$ cat src/rtl/sym_freq_counter_if.sv
// rtl/sym_freq_counter_if.sv - symbol input stream bundle for the frequency counter
// Valid/ready beat carrying one symbol plus an end-of-stream flag.
interface sym_freq_counter_if #(
    parameter int SYM_W = 4
);
    logic             Din_valid;
    logic [SYM_W-1:0] Din;
    logic             Din_last;
    logic             Din_ready;

    modport master (
        output Din_valid,
        output Din,
        output Din_last,
        input  Din_ready
    );

    modport slave (
        input  Din_valid,
        input  Din,
        input  Din_last,
        output Din_ready
    );
endinterface

$ cat src/rtl/sym_freq_counter.sv
// rtl/sym_freq_counter.sv - per-symbol frequency counter feeding the Huffman tree builder
// Counts a valid/ready symbol stream until last flag, out-of-range terminator or MAX_LEN symbols.
module sym_freq_counter #(
    parameter int NUM_SYM = 10,
    parameter int SYM_W   = 4,
    parameter int CNT_W   = 8,
    parameter int MAX_LEN = 256
) (
    input  logic                              Clk_in,
    input  logic                              Rst,
    input  logic                              Start,
    sym_freq_counter_if.slave                 din,
    output logic                              Busy,
    output logic                              Done,
    output logic [NUM_SYM*CNT_W-1:0]          Counts,
    output logic [$clog2(MAX_LEN+1)-1:0]      Total,
    output logic [$clog2(NUM_SYM+1)-1:0]      Distinct,
    output logic                              Sat
);
    localparam int LEN_W  = $clog2(MAX_LEN + 1);
    localparam int DIST_W = $clog2(NUM_SYM + 1);
    localparam logic [CNT_W-1:0] CNT_MAX = '1;

    typedef enum logic [1:0] {
        S_IDLE  = 2'd0,
        S_COUNT = 2'd1,
        S_DONE  = 2'd2
    } state_t;

    state_t              state_q, state_d;
    logic [CNT_W-1:0]    cnt_q [NUM_SYM];
    logic [CNT_W-1:0]    cnt_d [NUM_SYM];
    logic [LEN_W-1:0]    total_q, total_d;
    logic [DIST_W-1:0]   dist_q, dist_d;
    logic                sat_q, sat_d;
    logic                busy_q, busy_d;
    logic                done_q, done_d;

    logic                accept;
    logic                in_range;
    logic [LEN_W-1:0]    total_inc;

    assign din.Din_ready = (state_q == S_COUNT);
    assign accept        = din.Din_valid && din.Din_ready;
    // Widen by one bit so NUM_SYM == 2**SYM_W compares correctly.
    assign in_range      = ({1'b0, din.Din} < (SYM_W + 1)'(NUM_SYM));
    assign total_inc     = total_q + 1'b1;

    always_comb begin
        state_d = state_q;
        total_d = total_q;
        dist_d  = dist_q;
        sat_d   = sat_q;
        for (int i = 0; i < NUM_SYM; i++) begin
            cnt_d[i] = cnt_q[i];
        end

        case (state_q)
            S_IDLE, S_DONE: begin
                if (Start) begin
                    state_d = S_COUNT;
                    total_d = '0;
                    dist_d  = '0;
                    sat_d   = 1'b0;
                    for (int i = 0; i < NUM_SYM; i++) begin
                        cnt_d[i] = '0;
                    end
                end
            end
            S_COUNT: begin
                if (accept) begin
                    if (!in_range) begin
                        state_d = S_DONE;
                    end else begin
                        for (int i = 0; i < NUM_SYM; i++) begin
                            if (din.Din == SYM_W'(i)) begin
                                if (cnt_q[i] != CNT_MAX) begin
                                    cnt_d[i] = cnt_q[i] + 1'b1;
                                end
                                if (cnt_q[i] == '0) begin
                                    dist_d = dist_q + 1'b1;
                                end
                                if (cnt_d[i] == CNT_MAX) begin
                                    sat_d = 1'b1;
                                end
                            end
                        end
                        total_d = total_inc;
                        if (din.Din_last || (total_inc == LEN_W'(MAX_LEN))) begin
                            state_d = S_DONE;
                        end
                    end
                end
            end
            default: state_d = S_IDLE;
        endcase

        busy_d = (state_d == S_COUNT);
        done_d = (state_d == S_DONE);
    end

    always_ff @(posedge Clk_in or posedge Rst) begin
        if (Rst) begin
            state_q <= S_IDLE;
            total_q <= '0;
            dist_q  <= '0;
            sat_q   <= 1'b0;
            busy_q  <= 1'b0;
            done_q  <= 1'b0;
            for (int i = 0; i < NUM_SYM; i++) begin
                cnt_q[i] <= '0;
            end
        end else begin
            state_q <= state_d;
            total_q <= total_d;
            dist_q  <= dist_d;
            sat_q   <= sat_d;
            busy_q  <= busy_d;
            done_q  <= done_d;
            for (int i = 0; i < NUM_SYM; i++) begin
                cnt_q[i] <= cnt_d[i];
            end
        end
    end

    generate
        for (genvar g = 0; g < NUM_SYM; g++) begin : g_counts
            assign Counts[g*CNT_W +: CNT_W] = cnt_q[g];
        end
    endgenerate

    assign Busy     = busy_q;
    assign Done     = done_q;
    assign Total    = total_q;
    assign Distinct = dist_q;
    assign Sat      = sat_q;
endmodule

$ cat src/flat_wrapper.sv
// flat-port wrapper written by rule: the top's interface ports become plain ports
module sym_freq_counter_flat 
#(
    parameter int NUM_SYM = 10,
    parameter int SYM_W   = 4,
    parameter int CNT_W   = 8,
    parameter int MAX_LEN = 256
)
  (Clk_in, Rst, Start, Busy, Done, Counts, Total, Distinct, Sat, din_Din_valid, din_Din, din_Din_last, din_Din_ready);
  sym_freq_counter_if #(.SYM_W(SYM_W)) din_i ();
  input  logic Clk_in;
  input  logic Rst;
  input  logic Start;
  output logic Busy;
  output logic Done;
  output logic [NUM_SYM*CNT_W-1:0] Counts;
  output logic [$clog2(MAX_LEN+1)-1:0] Total;
  output logic [$clog2(NUM_SYM+1)-1:0] Distinct;
  output logic Sat;
  input wire logic [$bits(din_i.Din_valid)-1:0] din_Din_valid;
  input wire logic [$bits(din_i.Din)-1:0] din_Din;
  input wire logic [$bits(din_i.Din_last)-1:0] din_Din_last;
  output wire logic [$bits(din_i.Din_ready)-1:0] din_Din_ready;
  assign din_i.Din_valid = din_Din_valid;
  assign din_i.Din = din_Din;
  assign din_i.Din_last = din_Din_last;
  assign din_Din_ready = din_i.Din_ready;
  sym_freq_counter #(.NUM_SYM(NUM_SYM), .SYM_W(SYM_W), .CNT_W(CNT_W), .MAX_LEN(MAX_LEN)) u_core (.Clk_in(Clk_in), .Rst(Rst), .Start(Start), .din(din_i), .Busy(Busy), .Done(Done), .Counts(Counts), .Total(Total), .Distinct(Distinct), .Sat(Sat));
endmodule
$ cat config.mk
export PLATFORM = sky130hd
export DESIGN_NAME = sym_freq_counter_flat
export DESIGN_NICKNAME = d
export VERILOG_FILES = /design/src/rtl/sym_freq_counter_if.sv /design/src/rtl/sym_freq_counter.sv /design/src/flat_wrapper.sv
export SDC_FILE = /design/constraint.sdc
export NUM_CORES = 1
export LEC_CHECK = 0
export CAP_MARGIN = 25
export CORE_UTILIZATION = 50
export CTS_CLUSTER_DIAMETER = 100
export DETAILED_ROUTE_END_ITERATION = 8
export PLACE_DENSITY = 0.75
export SLEW_MARGIN = 20
export SYNTH_ARGS = -nofsm -noshare
export SYNTH_HDL_FRONTEND = slang
export SYNTH_SLANG_ARGS = --single-unit
export TNS_END_PERCENT = 5
$ cat constraint.sdc
create_clock -name Clk_in -period 5.4 [get_ports Clk_in]
set_input_delay 1.08 -clock Clk_in [delete_from_list [all_inputs] [get_ports Clk_in]]
set_output_delay 1.08 -clock Clk_in [all_outputs]
set_load 0.02 [all_outputs]
* After elaboration in Yosys (flattened, before gate mapping)
Index checks and enable logic that the tools add are counted.
** Storage, ports and cells
- Register bits :: 98
- Input bits :: 9
- Logic and storage cells :: 242
** Operators by class
- Add/subtract/negate cells :: 12
- $lt $le $gt $ge :: 1
- Equality and inequality tests :: 47
- Muxes and demuxes :: 139
- Reductions and logical operators :: 27
** Operators with widths (number)
- 8-bit 2-to-1 mux :: 60
- 80-bit 2-to-1 mux :: 3
- 80-bit one-hot mux with 2 select lines :: 1
- 4-bit 2-to-1 mux :: 32
- 8-bit by 1-bit adder with 8-bit output (second input constant) :: 10
- 8-bit equality test (second input constant) :: 10
- 8-bit zero test :: 10
- 8-bit != test (second input constant) :: 10
- 5-bit AND reduction :: 10
- 1-bit 2-to-1 mux :: 32
- 9-bit 2-to-1 mux :: 3
- 2-bit != test (second input constant) :: 13
- 9-bit one-hot mux with 2 select lines :: 1
- 4-bit by 3-bit equality test with 1-bit output (second input constant) :: 4
- 9-bit by 1-bit adder with 9-bit output (second input constant) :: 1
- 9-bit equality test (second input constant) :: 1
- 4-bit by 2-bit equality test with 1-bit output (second input constant) :: 2
- 4-bit equality test (second input constant) :: 2
- 2-bit 2-to-1 mux :: 4
- 4-bit one-hot mux with 2 select lines :: 1
- 4-bit by 1-bit adder with 4-bit output (second input constant) :: 1
- 2-bit by 1-bit equality test with 1-bit output (second input constant) :: 2
- 2-bit equality test (second input constant) :: 2
- 4-bit by 1-bit equality test with 1-bit output (second input constant) :: 1
- 10 further kinds :: 10

* Depth between registers and ports, before layout
- Depth after elaboration :: 39
- Depth in mapped cells :: 10

* Worst setup path before layout
Ideal clock, no wire load.
- Path kind :: input-to-reg
- Start :: in din_Din[2]
- End :: reg u_core.cnt_q, in the netlist u_core.Counts[73]
- Setup time :: 122 ps
- Arrival time :: 2561 ps
- Data required time :: 5278 ps
- Path slack :: 2718 ps
- Cell stages on the path :: 9
- Path buffers :: 3
- Path through :: buf_4 o21ai_2 and3_1 buf_2 nor2_2 buf_2 a21oi_1 nand2_1 a32o_1
** Between the ends
- Longest elaborated chain between the ends :: 3
- Elaborated cells on any way between the ends :: 5
- Those cells by class :: 1 x order compare; 3 x eq/ne; 1 x reduce/logical
** RTL lines
- start, declared :: line flat_wrapper.sv:21 : input wire logic [$bits(din_i.Din)-1:0] din_Din;
- 4-bit less-than comparator or 4-bit equality test (tied branches) :: line sym_freq_counter.sv:46, sym_freq_counter.sv:76
- 2-bit != test (no line)
- 5-bit AND reduction (no line) *
- end signal, assigned by index :: line sym_freq_counter.sv:121 : cnt_q[i] <= cnt_d[i];
- end, declared :: line sym_freq_counter.sv:31 : logic [CNT_W-1:0] cnt_q [NUM_SYM];
Every way passes the cells marked *; elsewhere a longest branch is shown, timed or not.
A chain may end at the register's enable or synchronous reset.

* Worst setup path after layout
- Start :: in din_Din[1]
- End :: reg u_core.cnt_q, in the netlist u_core.Counts[41]
** Between the ends
- Longest elaborated chain between the ends :: 3
- Elaborated cells on any way between the ends :: 5
- Those cells by class :: 1 x order compare; 3 x eq/ne; 1 x reduce/logical
** RTL lines (line)
- 4-bit less-than comparator or 4-bit by 3-bit equality test with 1-bit output (tied branches) :: sym_freq_counter.sv:46, sym_freq_counter.sv:76
- 2-bit != test (no line)
- 5-bit AND reduction (no line) *
Marks and branches as above.

==> results.cfg <==
[timing]
timing.final.setup_violations = 0
fin_crit_ps = 3780
holdWs_ps = 527
finalHoldViolCount = 0
timing.max_slew.rel_slack = 0.420
maxClockFrequency_mhz = 264
grt_setup_unrepaired = no
final_max_slew_viol_count = 0
fin_skew_ps = 4.58
fin_ws_ps = 1620
finalCritPeriodShare = 0.700
worst-slew-pin-transition_ps = 866
finalSetupTns_ps = 0

[floorplan]
floorplan.rows = 41
initial_core_util = 0.522
pin_count = 106
die_width_um = 118
vertical_die_dimension_um = 118
core-area_um2 = 12900
floorplan.die_area_um2 = 13900

[hold_path]
timing.hold.worst.start = u_core.state_q[1]
tightest_hold_check_type = reg2reg
hold-path-endpoint = u_core.Done
worst_hold_path.num_cells = 1

[synthesis]
synth_edf_count = 0
syn_inst = 845
synth.cell_area_um2 = 6720
netlist_top_cells_area = dfrtp_1, nand2_1, a21oi_1
postSynthAreaPerCell_um2 = 7.95
synthFlopType = dfrtp_1
mappedNetlistNets = 876
async_flop_share = 1.00
ys.warnings.count = 0
yosys.area.top_type_share = 0.365
yosysUniqueCellTypes = 67
postSynthRegisterBits = 98
synth_area_leader_cell = dfrtp_1
ys_seq_area_frac = 0.365

[routing]
drt_pre_antenna_iters = 5
postRouteWirelength_um = 19400
post_detailed_route_count_of_antenna_violating_nets = 0
route.detailed.vias_per_inst = 6.44
routed-via-count = 7051
post_drt_wl_per_cell_um = 17.7
remaining_drc_errors = 0
initialDrtViolationCount = 629

[worst_setup_path]
cp_num_buf_inv = 1
cpMaxStageDelayCell = clkdlybuf4s50_1
worst_r2r_endpoint = u_core.Counts[41]
crit_family = compound AO/OA/AOI/OAI gates
timing.critical_path.from_type = primary input
cp_data_required_time_ps = 5650
critical_path.cell_chain = clkdlybuf4s50_1, o21ai_2, and3_1, nor2_2, a21oi_1, o21ai_0, a32o_1
r2r-start = u_core.state_q[1]
r2r.worst_path.cells = 7
r2r_slack_ps = 2040
slowest_delay_ps = 670
setup.worst_path.class = in2reg
crit_arrival_ps = 4030
critPathMaxFanout = 17
endpoint_kind = register

[cts]
cts_post_setup_buffers_inserted = 0
htree_levels = 3
clkLatencyLatePin_ps = 350
cts_made_buffers = 9
max-clock-path-buffers = 2
post_cts_hold_buffer_count = 0
tritoncts = yes
cts.sinks = 98
cts_resized = 0
ctsRootBufferMaster = clkbuf_16
cts.clk_slew.worst_paths_ps = 70

[layout]
area.growth.synth_to_final_pct = 20.8
num_antenna_cells = 0
drive_gt1_frac = 0.0401
stdcell_area_um2 = 8120
final_net_count = 949
final.fill_count = 1133
instances_no_fill = 1095

[pwr]
leakage_nw = 3.06
power.switching_fraction = 0.320
power.clock.fraction = 0.367
ir_drop_worst_vdd_v = 0.000144
p_int_mw = 1.30
p_per_area_nw_per_um2 = 236
p_comb_frac = 0.209
seq_power_share = 0.423
power_switching_mw = 0.612

[global_route]
number_of_antenna_violations_at_the_first_check_in_global_routing = 0
gr-usage-all-layers = 0.279
grt_pass1_vias = 6372
grt_pass1_wl_um = 31700
grt_start_max_net_pins = 58
grt_overflow_total = 0

[placement]
place.port_buffers = 105
post-dp-hpwl_um = 13700
finalWeightedCongestion = 0.937
dp_area_um2 = 7800
detailedPlace.worstSlack_ps = 1330
place_inst = 1079

[run_status]
outcome = finished, final reports clean

[run]
drv_cap = 0
==> layout make-up <==
class / count / area, µm² / share of cell area
tap: 172 / 215 / 0.0265
clock inverter: 7 / 93.8 / 0.0116
multi-input combinational: 662 / 3910 / 0.482
inverter: 39 / 148 / 0.0182
clock buffer: 9 / 225 / 0.0277
sequential: 98 / 2450 / 0.302
timing repair buffer: 108 / 1070 / 0.132
==> routing by layer <==
layer / vias up / global-route usage / share of wire
met5: - / 0 / 0
met4: 0 / 0.111 / 0.024
met3: 41 / 0.0552 / 0.070
met2: 338 / 0.445 / 0.47
met1: 3395 / 0.372 / 0.43
li1: 3277 / - / -
==> cells by family after synthesis <==
logic type / count (synthesis) / synth area share
flops: 98 / 0.365
xor+xnor: 11 / 0.0143
compound gates: 267 / 0.245
fa+ha+maj: 22 / 0.0410
buf+inv: 85 / 0.0529
mux: 6 / 0.00913
simple gates: 356 / 0.272
==> power by group through the flow <==
stage / clock network, mW / registers [mW] / logic, mW
after floorplan: 0 / 0.844 / 0.220
after global placement: 0 / 0.821 / 0.385
after detailed placement: 0 / 0.822 / 0.395
after CTS: 0.713 / 0.809 / 0.396
after global routing: 0.742 / 0.816 / 0.439
final: 0.702 / 0.809 / 0.400
==> metrics by stage <==
| step | total power, mW | util |
|---|---|---|
| 4_1_cts | 1.92 | 0.630 |
| 6_report | 1.91 | 0.630 |
| 3_5_place_dp | 1.22 | 0.606 |
| 3_3_place_gp | 1.21 | 0.606 |
| 5_1_grt | 2.00 | 0.630 |
| 2_1_floorplan | 1.06 | - |
==> cells in the final DEF, fill, tap and decap left out, types with 16 or more instances in the layout <==
cell,n
a31oi_1,25
inv_1,38
nor2_1,53
nor4_1,16
nand3_1,50
ha_1,22
clkdlybuf4s50_1,105
nand4_1,20
o21ai_0,74
a21oi_1,87
o31ai_1,18
and3_1,25
nand2_1,117
dfrtp_1,98
==> worst reg2reg max path, cell delays in order, from the launching register on <==
cell	delay, ps
dfrtp_1	390
nand2b_1	250
inv_1	530
and3_1	720
nor2_2	330
a21oi_1	550
o21ai_0	240
a32o_1	250
==> Yosys cell counts, types with 3 or more instances <==
cell type  instances
a2111oi_0          3
a21o_1             3
a21oi_1           87
a22o_1             4
a31o_2             4
a31oi_1           25
a32o_1            13
a41oi_1           10
and2_1             8
and3_1            25
and4_1             6
buf_2              6
buf_4              3
clkbuf_1          31
dfrtp_1           98
ha_1              22
inv_1             39
mux2i_1            5
nand2_1          117
nand2b_1           9
nand3_1           50
nand3b_1           3
nand4_1           20
nand4b_1           3
nor2_1            53
nor2b_1            7
nor3_1            12
nor4_1            16
nor4b_1            5
nor4bb_1           3
o211ai_1           5
o21ai_0           74
o22ai_1            4
o31ai_1           18
or2_2              3
xnor2_1            7
xor2_1             4
==> registers in the layout, indices dropped and copies added (netlist names) <==
name,cells
u_core.Done,1
u_core.Sat,1
u_core.Distinct,4
u_core.state_q,2
u_core.Counts,80
u_core.Total,9
u_core.Busy,1
==> how the worst max path moves through the flow <==
stage,start,to,slack (ps),cells past startpoint
finish,din_Din[1],u_core.Counts[41],1620,7
global route,din_Din[1],u_core.Counts[41],1370,7
CTS,din_Din[1],u_core.Counts[41],1700,7
detailed placement,din_Din[1],u_core.Counts[41],1330,7
global placement,din_Din[2],u_core.Counts[41],1510,7
floorplan,Rst,u_core.Busy,1760,1
Note: power is estimated with default switching activity, not from simulation.
